<file path="src/rtl/cpu_pkg.sv">
// Shared encodings for the multicycle CPU control path.
// Holds FSM states, opcodes, ALU selects and the per-state control decode.
package cpu_pkg;

  typedef enum logic [3:0] {
    IDLE, FETCH, DECODE, EXEC_R, WB_R, ADDR, MEM_RD, WB_LD, MEM_WR, BRANCH, ILLEGAL
  } stateT;

  localparam logic [3:0] OP_AND = 4'b0000;
  localparam logic [3:0] OP_OR  = 4'b0001;
  localparam logic [3:0] OP_ADD = 4'b0010;
  localparam logic [3:0] OP_SUB = 4'b0110;
  localparam logic [3:0] OP_SLT = 4'b0111;
  localparam logic [3:0] OP_LW  = 4'b1000;
  localparam logic [3:0] OP_SW  = 4'b1010;
  localparam logic [3:0] OP_BR  = 4'b1110;

  localparam logic [2:0] ALU_ADD = 3'b010;
  localparam logic [2:0] ALU_SUB = 3'b110;

  localparam logic [1:0] SRCB_RT    = 2'b00;
  localparam logic [1:0] SRCB_ONE   = 2'b01;
  localparam logic [1:0] SRCB_OFF   = 2'b10;
  localparam logic [1:0] SRCB_BROFF = 2'b11;

  typedef struct packed {
    logic       pcSource;
    logic       iorD;
    logic       memRead;
    logic       memWrite;
    logic       regDst;
    logic       regWrite;
    logic       memToReg;
    logic       aluSrcA;
    logic [1:0] aluSrcB;
    logic [2:0] aluOp;
    logic       illegalOp;
  } ctrlT;

  function automatic stateT decodeTarget(input logic [3:0] op);
    stateT res;
    case (op)
      OP_AND, OP_OR, OP_ADD, OP_SUB, OP_SLT: res = EXEC_R;
      OP_LW, OP_SW:                          res = ADDR;
      OP_BR:                                 res = BRANCH;
      default:                               res = ILLEGAL;
    endcase
    return res;
  endfunction

  // Moore controls for a state; unlisted fields stay 0.
  function automatic ctrlT mooreCtrl(input stateT s, input logic [3:0] op);
    ctrlT c;
    c = '0;
    case (s)
      FETCH:   begin c.memRead = 1'b1; c.aluSrcB = SRCB_ONE; c.aluOp = ALU_ADD; end
      DECODE:  begin c.aluSrcB = SRCB_BROFF; c.aluOp = ALU_ADD; end
      EXEC_R:  begin c.aluSrcA = 1'b1; c.aluSrcB = SRCB_RT; c.aluOp = op[2:0]; end
      WB_R:    begin c.regDst = 1'b1; c.regWrite = 1'b1; end
      ADDR:    begin c.aluSrcA = 1'b1; c.aluSrcB = SRCB_OFF; c.aluOp = ALU_ADD; end
      MEM_RD:  begin c.memRead = 1'b1; c.iorD = 1'b1; end
      WB_LD:   begin c.regWrite = 1'b1; c.memToReg = 1'b1; end
      MEM_WR:  begin c.memWrite = 1'b1; c.iorD = 1'b1; end
      BRANCH:  begin c.aluSrcA = 1'b1; c.aluSrcB = SRCB_RT; c.aluOp = ALU_SUB; c.pcSource = 1'b1; end
      ILLEGAL: c.illegalOp = 1'b1;
      default: c = '0;
    endcase
    return c;
  endfunction

endpackage

</file>
<file path="src/rtl/multicycle_ctrl_if.sv">
// Controller <-> datapath/memory bundle for the multicycle CPU.
// master = control FSM, slave = datapath side driving status and opcode.
interface multicycle_ctrl_if;
  logic        run;
  logic [3:0]  opCode;
  logic        zero;
  logic        memReady;
  logic        pcEn;
  logic        pcSource;
  logic        irWrite;
  logic        iorD;
  logic        memRead;
  logic        memWrite;
  logic        regDst;
  logic        regWrite;
  logic        memToReg;
  logic        aluSrcA;
  logic [1:0]  aluSrcB;
  logic [2:0]  aluOp;
  logic        illegalOp;
  logic [15:0] instrCount;

  modport master (
    input  run, opCode, zero, memReady,
    output pcEn, pcSource, irWrite, iorD, memRead, memWrite, regDst, regWrite,
           memToReg, aluSrcA, aluSrcB, aluOp, illegalOp, instrCount
  );

  modport slave (
    output run, opCode, zero, memReady,
    input  pcEn, pcSource, irWrite, iorD, memRead, memWrite, regDst, regWrite,
           memToReg, aluSrcA, aluSrcB, aluOp, illegalOp, instrCount
  );
endinterface

</file>
<file path="src/rtl/multicycle_ctrl.sv">
// Multicycle CPU control FSM: fetch/decode/execute sequencing, Moore control
// decode registered alongside the state, and a retired-instruction counter.
module multicycle_ctrl
  import cpu_pkg::*;
#(
  // Reset value of instrCount; nonzero only to start near the wrap point.
  parameter logic [15:0] COUNT_RST = 16'h0000
) (
  input logic               clk,
  input logic               rstN,
  multicycle_ctrl_if.master bus
);

  stateT       state;
  stateT       stateNxt;
  ctrlT        ctrlQ;
  logic [15:0] count;
  logic        retire;

  always_comb begin
    stateNxt = state;
    case (state)
      IDLE:    if (bus.run) stateNxt = FETCH;
      FETCH:   if (bus.memReady) stateNxt = DECODE;
      DECODE:  stateNxt = decodeTarget(bus.opCode);
      EXEC_R:  stateNxt = WB_R;
      ADDR:    stateNxt = (bus.opCode == OP_LW) ? MEM_RD : MEM_WR;
      MEM_RD:  if (bus.memReady) stateNxt = WB_LD;
      MEM_WR:  if (bus.memReady) stateNxt = bus.run ? FETCH : IDLE;
      WB_R, WB_LD, BRANCH, ILLEGAL: stateNxt = bus.run ? FETCH : IDLE;
      default: stateNxt = IDLE;
    endcase
  end

  // ILLEGAL is terminal but does not count as a retired instruction.
  assign retire = (state == WB_R) || (state == WB_LD) || (state == BRANCH) ||
                  ((state == MEM_WR) && bus.memReady);

  // Controls are registered from the next state so they line up with it.
  always_ff @(posedge clk or negedge rstN) begin
    if (!rstN) begin
      state <= IDLE;
      ctrlQ <= '0;
      count <= COUNT_RST;
    end else begin
      state <= stateNxt;
      ctrlQ <= mooreCtrl(stateNxt, bus.opCode);
      if (retire) count <= count + 16'd1;
    end
  end

  // pcEn/irWrite must react to memReady/zero within the cycle.
  assign bus.irWrite    = (state == FETCH) && bus.memReady;
  assign bus.pcEn       = ((state == FETCH) && bus.memReady) ||
                          ((state == BRANCH) && !bus.zero);
  assign bus.pcSource   = ctrlQ.pcSource;
  assign bus.iorD       = ctrlQ.iorD;
  assign bus.memRead    = ctrlQ.memRead;
  assign bus.memWrite   = ctrlQ.memWrite;
  assign bus.regDst     = ctrlQ.regDst;
  assign bus.regWrite   = ctrlQ.regWrite;
  assign bus.memToReg   = ctrlQ.memToReg;
  assign bus.aluSrcA    = ctrlQ.aluSrcA;
  assign bus.aluSrcB    = ctrlQ.aluSrcB;
  assign bus.aluOp      = ctrlQ.aluOp;
  assign bus.illegalOp  = ctrlQ.illegalOp;
  assign bus.instrCount = count;

endmodule

</file>
<file path="src/flat_wrapper.sv">
// flat-port wrapper written by rule: the top's interface ports become plain ports
module multicycle_ctrl_flat import cpu_pkg::*;
#(
                                                                          
  parameter logic [15:0] COUNT_RST = 16'h0000
)
  (clk, rstN, bus_run, bus_opCode, bus_zero, bus_memReady, bus_pcEn, bus_pcSource, bus_irWrite, bus_iorD, bus_memRead, bus_memWrite, bus_regDst, bus_regWrite, bus_memToReg, bus_aluSrcA, bus_aluSrcB, bus_aluOp, bus_illegalOp, bus_instrCount);
  multicycle_ctrl_if bus_i ();
  input logic clk;
  input logic rstN;
  input wire logic [$bits(bus_i.run)-1:0] bus_run;
  input wire logic [$bits(bus_i.opCode)-1:0] bus_opCode;
  input wire logic [$bits(bus_i.zero)-1:0] bus_zero;
  input wire logic [$bits(bus_i.memReady)-1:0] bus_memReady;
  output wire logic [$bits(bus_i.pcEn)-1:0] bus_pcEn;
  output wire logic [$bits(bus_i.pcSource)-1:0] bus_pcSource;
  output wire logic [$bits(bus_i.irWrite)-1:0] bus_irWrite;
  output wire logic [$bits(bus_i.iorD)-1:0] bus_iorD;
  output wire logic [$bits(bus_i.memRead)-1:0] bus_memRead;
  output wire logic [$bits(bus_i.memWrite)-1:0] bus_memWrite;
  output wire logic [$bits(bus_i.regDst)-1:0] bus_regDst;
  output wire logic [$bits(bus_i.regWrite)-1:0] bus_regWrite;
  output wire logic [$bits(bus_i.memToReg)-1:0] bus_memToReg;
  output wire logic [$bits(bus_i.aluSrcA)-1:0] bus_aluSrcA;
  output wire logic [$bits(bus_i.aluSrcB)-1:0] bus_aluSrcB;
  output wire logic [$bits(bus_i.aluOp)-1:0] bus_aluOp;
  output wire logic [$bits(bus_i.illegalOp)-1:0] bus_illegalOp;
  output wire logic [$bits(bus_i.instrCount)-1:0] bus_instrCount;
  assign bus_i.run = bus_run;
  assign bus_i.opCode = bus_opCode;
  assign bus_i.zero = bus_zero;
  assign bus_i.memReady = bus_memReady;
  assign bus_pcEn = bus_i.pcEn;
  assign bus_pcSource = bus_i.pcSource;
  assign bus_irWrite = bus_i.irWrite;
  assign bus_iorD = bus_i.iorD;
  assign bus_memRead = bus_i.memRead;
  assign bus_memWrite = bus_i.memWrite;
  assign bus_regDst = bus_i.regDst;
  assign bus_regWrite = bus_i.regWrite;
  assign bus_memToReg = bus_i.memToReg;
  assign bus_aluSrcA = bus_i.aluSrcA;
  assign bus_aluSrcB = bus_i.aluSrcB;
  assign bus_aluOp = bus_i.aluOp;
  assign bus_illegalOp = bus_i.illegalOp;
  assign bus_instrCount = bus_i.instrCount;
  multicycle_ctrl #(.COUNT_RST(COUNT_RST)) u_core (.clk(clk), .rstN(rstN), .bus(bus_i));
endmodule
</file>
<file path="config.mk">
export PLATFORM = sky130hd
export DESIGN_NAME = multicycle_ctrl_flat
export DESIGN_NICKNAME = d
export VERILOG_FILES = /design/src/rtl/cpu_pkg.sv /design/src/rtl/multicycle_ctrl_if.sv /design/src/rtl/multicycle_ctrl.sv /design/src/flat_wrapper.sv
export SDC_FILE = /design/constraint.sdc
export NUM_CORES = 1
export LEC_CHECK = 0
export ABC_AREA = 0
export BUFFER_PORTS_ARGS = -buffer_cell sky130_fd_sc_hd__buf_2
export CORE_MARGIN = 5
export CORE_UTILIZATION = 53
export CTS_CLUSTER_SIZE = 16
export DETAILED_ROUTE_END_ITERATION = 6
export HOLD_SLACK_MARGIN = 0.15
export MAX_ROUTING_LAYER = met4
export PLACE_DENSITY = 0.88
export SYNTH_ARGS = -nofsm -noshare
export SYNTH_HDL_FRONTEND = slang
export SYNTH_SLANG_ARGS = --single-unit
</file>
<file path="constraint.sdc">
create_clock -name clk -period 1.9 [get_ports clk]
set_input_delay 0.095 -clock clk [delete_from_list [all_inputs] [get_ports clk]]
set_output_delay 0.095 -clock clk [all_outputs]
set_load 0.1 [all_outputs]
</file>
* Word level (Yosys, flattened, before mapping)
Memory sizes are Yosys's and may differ from the RTL's.
Index checks and enable logic that the tools add are counted.
** Storage, ports and cells
- Input bits :: 9
- Bits in registers :: 34
- Output and inout port bits :: 32
- Memories :: 1
- Word-level logic and storage cells :: 67
- Bits in read-only memories :: 64
** Memories
- (no name shown) :: depth 16, bits a word 4, rd ports 1, clocked after memory_dff 0, write ports 0, line cpu_pkg.sv:42 : case (op)
** Cells by class
- $add $sub $neg :: 1
- Reductions and logical operators :: 14
- Equal/unequal tests :: 21
- Multiplexer cells :: 17
** Operators with widths (count)
- $eq 4x3->1 const B :: 8
- $pmux 4 s8 :: 1
- $eq 4x4->1 const B :: 7
- $pmux 5 s5 :: 1
- $mux 4 :: 5
- $add 16x1->16 const B :: 1
- $eq 4x2->1 const B :: 4
- $mux 1 :: 10
- $eq 4x1->1 const B :: 2
- $reduce_or 2->1 :: 3
- $logic_not 4->1 :: 1
- $logic_or 1x1->1 :: 4
- $reduce_or 4->1 :: 1
- $logic_and 1x1->1 :: 3
- $reduce_or 3->1 :: 1
- $logic_not 1->1 :: 1

* Depth between registers and ports, before layout
- Depth after elaboration :: 6
- Gate-level depth with buffers :: 7
- Depth with buffers taken out :: 6

* Least setup slack after synthesis
Ideal clock, no wire load.
- Path kind :: register -> register
- From :: register u_core.count[5] (netlist: u_core.bus.instrCount[5])
- To :: register u_core.count[15] (netlist: u_core.bus.instrCount[15])
- Setup time :: 0.158 ns
- Period minus slack after synthesis :: 2.120 ns
- Stages on the path, launching flop included :: 6
- Data required time :: 1.742 ns
- Path buffers :: 0
- Data arrival time :: 1.963 ns
- Slack :: -0.220 ns
- Path through :: dfrtp_1 > nand4_1 > nor3_1 > and3_1 > nand4_1 > xnor2_1
** Between the ends
- Cells in the longest elaborated chain, start to end :: 1
** Ends and longest elaborated chain
- from (decl) :: line multicycle_ctrl.sv:17 : logic [15:0] count;
- from (signal assigned) :: line multicycle_ctrl.sv:48 : if (retire) count <= count + 16'd1;
- $add 16x1->16 :: line multicycle_ctrl.sv:48
No other way between the ends.
A chain may end at the register's enable or synchronous reset.

* Worst setup path in the final report
- From :: input port bus_opCode[0]
- To :: register u_core.ctrlQ (netlist bit u_core.bus.aluOp[2])
** Between the ends
- Cells in the longest elaborated chain, start to end :: 5
- Elaborated cells between the ends (all ways) :: 10
- Classes of those cells :: eq/ne (6); mux (3); memory (1)
** Ends and longest elaborated chain
- from (decl) :: line flat_wrapper.sv:12 : input wire logic [$bits(bus_i.opCode)-1:0] bus_opCode;
- parallel branches: the longest is 2 deep, another holds $mem_v2 16x4
- $pmux 4 s8 (*) :: line multicycle_ctrl.sv:22 : case (state)
- via u_core.stateNxt[3] :: line multicycle_ctrl.sv:15 : stateT stateNxt;
- $eq 4x4->1, or another cell as far along :: line cpu_pkg.sv:55 : case (s)
- $pmux 5 s5 (*) :: line cpu_pkg.sv:55
- to (signal assigned) :: line multicycle_ctrl.sv:47 : ctrlQ <= mooreCtrl(stateNxt, bus.opCode);
- to (decl) :: line multicycle_ctrl.sv:16 : ctrlT ctrlQ;
Mark *: on every way through the listed nets, which the timed path passes.

==> impl_summary.txt <==
----------------------------------------------------
[Run status]
  Result of the run ... finished clean

[Power]
  Leak Pwr ... between 1 and 1.5 nW
  Power density over cell area ... 1860 mW/mm²
  VDD IR max ... 1.11 mV

[Worst setup path]
  Kind of cell adding the most delay to the critical path ... simple AND/OR/NAND/NOR gates
  Maximum single-stage delay on the critical path ... 0.53 ns
  Worst Reg2Reg Path Length in Cells ... 6
  Arrival time worst endpoint ... ~2.0 ns
  Buf/Inv on CP ... 2
  Startpoint type of the worst setup path ... input pin
  Worst path required time ... roughly 2.1 ns
  Classification of the worst setup path ... in -> reg
  Endpoint kind of the worst setup timing path ... flip-flop
  CP max-delay cell ... dlygate4sd3_1
  Register-to-register path setup slack ... around 0.12 ns
  Reg2reg end ... u_core.bus.aluSrcB[0]
  Maximum net fanout on the critical path ... 6
  Critical path cell sequence ... dlygate4sd3_1 -> buf_2 -> or3b_2 -> o311ai_1 -> a22oi_2 -> and2_1 -> a32o_1
  Startpoint of the worst register-to-register path ... u_core.state[2]

[Min path]
  End of the worst hold path ... u_core.bus.aluOp[1]
  Min-Delay Path Class ... in -> reg
  Worst Hold Path Cells ... 3
  Hold path startpoint ... bus_opCode[1]

[STA]
  Post-Route Setup TNS ... 0 ns
  Share of the clock period used by the worst path ... 0.942
  RSZ-0062 raised after global routing ... no
  Count of final max-slew check failures ... 0
  Fmax achieved ... about 560 MHz
  Clock Skew ... between 0.007 and 0.008 ns
  Worst hold slack after final layout ... 0.173 ns
  # setup viols final ... 0
  Worst slew margin ... 0.520
  Worst-Margin Slew ... 0.719 ns
  Final critical delay including setup and external delays ... 1.79 ns
  Number of endpoints with negative hold slack in the final report ... 0

[Route]
  Detail Route Antenna Nets ... 0
  Via count ... approximately 1400
  Number of DRC violations after detailed-routing iteration 0 ... about 130
  DRC violations left ... 0
  Wire length per cell ... 14.7 µm
  Post-DR vias/cell ... 5.48
  1st-pass router iterations ... 4
  Aggregate routed wire length ... approximately 3.8 mm

[Clock tree]
  Clock tree root driver cell ... clkbuf_4
  CTS clock-pin slew for the worst setup and hold paths ... between 0.1 and 0.15 ns
  Buffer levels on the longest clock path ... 2
  TritonCTS Sinks ... 34
  Maximum level of the CTS H-tree ... 2
  Total clock buffers created by CTS ... 5
  TritonCTS clock tree ... done
  Latest clock arrival within the worst-skew pair ... 0.33 ns

[Die]
  Vertical die dimension ... 66.9 µm
  Effective utilization at floorplan ... 0.557
  Floorplan core area ... between 0.003 and 0.004 mm²
  Number of placement rows ... 20
  Number of primary I/O pins ... between 40 and 50
  Area of the die ... 0.00447 mm²
  Chip width ... approximately 67 µm

[Place]
  Number of cells after detailed placement ... about 240
  Last weighted congestion value of the routability-driven placer ... between 0.9 and 1
  Final HPWL DP ... 2.61 mm
  Port Buf Inserts ... 40

[Global route]
  Overflow left after global routing ... 0
  Wire length of the first global-routing pass ... about 6.4 mm
  Number of antenna violations at the first check in global routing ... 0
  Global router's overall resource usage ... 0.195
  Vias in the first global route ... between 1000 and 1500
  Pin count of the biggest net entering global routing ... 35

[Logic synthesis]
  Number of flip-flops and latches in the synthesized netlist ... 34
  EDFF count, synth ... 0
  Main synth FF type ... dfrtp_1
  Avg Inst Size Synth ... about 11 µm²
  Cell area after synthesis ... about 0.0017 mm²
  Cells after synthesis ... 162
  Count of distinct cell types in the synthesized netlist ... 50
  Share of synthesized area occupied by flip-flops and latches ... 0.497
  Warnings, synthesis ... 0
  Post-synth net total ... about 170
  Async set-or-reset flop fraction in the synthesized netlist ... 1.00

[Cells and area]
  Nets@finish ... ~220
  Antenna Diode Count ... 0
  Area growth from synthesis to final layout ... 28.5%
  Most common cell after layout, fill and taps aside ... buf_2
  Most used cells in the layout excluding fill and tap cells ... 38 x buf_2, 21 x dfrtp_1, 14 x xnor2_1, 13 x dfrtp_2, 12 x nand4_1
  Ratio of cells with drive above 1 in the final layout ... 0.364
  Final cell count without fillers ... approximately 260

[Run]
  Count of max-cap constraint violations ... 0

----------------------------------------------------
-- worst max path at each step --
| stage | startpoint | end | slack (ns) | depth (start not counted) |
|---|---|---|---|---|
| finish | bus_opCode[0] | u_core.bus.aluOp[2] | 0.11 | 7 |
| global route | u_core.state[2] | u_core.bus.aluSrcB[0] | 0.03 | 6 |
| detailed placement | u_core.state[2] | u_core.bus.aluSrcB[0] | 0.05 | 6 |
| global placement | u_core.state[1] | u_core.bus.aluOp[2] | 0.11 | 5 |
| floorplan | u_core.bus.instrCount[12] | u_core.bus.instrCount[15] | 0.008 | 5 |
| CTS | u_core.state[2] | u_core.bus.aluSrcB[0] | 0.02 | 6 |
-- timing repair --
item / CTS / global route
hold buffers: 5 / 0
endpoints found under the setup margin: 0 / 8
resized for setup: 0 / 7
endpoints found under the hold margin: 38 / 0
buffers inserted: 0 / 1
-- flip-flops by register name, indices dropped and copies added (netlist names), 2 cells and up --
| register | flops |
|---|---|
| u_core.bus.aluSrcB | 2 |
| u_core.state | 4 |
| u_core.bus.aluOp | 3 |
| u_core.bus.instrCount | 16 |
-- power breakdown --
| group | leakage, nW | internal (W) | switching (W) |
|---|---|---|---|
| sequential | 0.438 | 0.000910 | 0.000233 |
| combinational | 0.559 | 0.000596 | 0.00168 |
| clock | 0.0554 | 0.000412 | 0.000257 |
| total | 1.05 | 0.00192 | 0.00217 |
-- tightest hold or removal path: stages --
cell	delay (ns)
buf_2	0.15
a31oi_1	0.11
o21bai_1	0.12
-- stage by stage --
step | util | setup WS (ns) | power, W | cell area [µm²]
after global placement | 0.656 | 0.110 | 0.00333 | 2020
after detailed placement | 0.656 | 0.0462 | 0.00337 | 2020
after CTS | 0.707 | 0.0191 | 0.00405 | 2170
after global routing | 0.715 | 0.0256 | 0.00430 | 2200
after floorplan | - | 0.00776 | 0.00289 | 1720
final | 0.715 | 0.109 | 0.00409 | 2200
-- per-layer routing --
metal / routed length (µm) / track usage / share of wire
met5: 0 / - / 0
met4: 25 / 0.0608 / 0.0066
met3: 227 / 0.0455 / 0.060
met2: 1880 / 0.318 / 0.49
met1: 1670 / 0.241 / 0.44
-- cell families after synthesis --
family                     after synthesis  synth area share
AOI/OAI and AO/OA                       25             0.113
xor gates and xnor gates                16            0.0818
adders and majority gates                1           0.00730
buffers and inverters                   11            0.0307
DFF                                     34             0.497
muxes                                    1           0.00657
and+or+nand+nor                         74             0.264
-- synthesized netlist by cell type, types with 2 or more instances --
| master | instances | share of area |
|---|---|---|
| a21o_1 | 2 | 0.0088 |
| a21oi_1 | 3 | 0.0088 |
| a31oi_1 | 3 | 0.011 |
| and2_1 | 4 | 0.015 |
| and3_1 | 7 | 0.026 |
| buf_2 | 3 | 0.0088 |
| dfrtp_1 | 34 | 0.50 |
| inv_1 | 4 | 0.0088 |
| nand2_1 | 10 | 0.022 |
| nand2b_1 | 3 | 0.011 |
| nand3_1 | 6 | 0.018 |
| nand4_1 | 12 | 0.044 |
| nor2_1 | 7 | 0.015 |
| nor2b_1 | 8 | 0.029 |
| nor3_1 | 2 | 0.0058 |
| nor3b_1 | 2 | 0.0088 |
| o21ai_0 | 3 | 0.0088 |
| o21ai_1 | 2 | 0.0058 |
| o21bai_1 | 2 | 0.0088 |
| xnor2_1 | 14 | 0.072 |
| xor2_1 | 2 | 0.010 |
-- cell type report --
| type | instances | area, µm² |
|---|---|---|
| Fill cell | 220 | 877 |
| Timing Repair Buffer | 50 | 330 |
| Clock buffer | 5 | 37.5 |
| Inverter | 5 | 18.8 |
| Multi-Input combinational cell | 117 | 823 |
| Sequential cell | 34 | 867 |
| Clock inverter | 3 | 68.8 |
| Tap cell | 44 | 55.1 |
No activity file was read; power rests on OpenSTA's default activity.
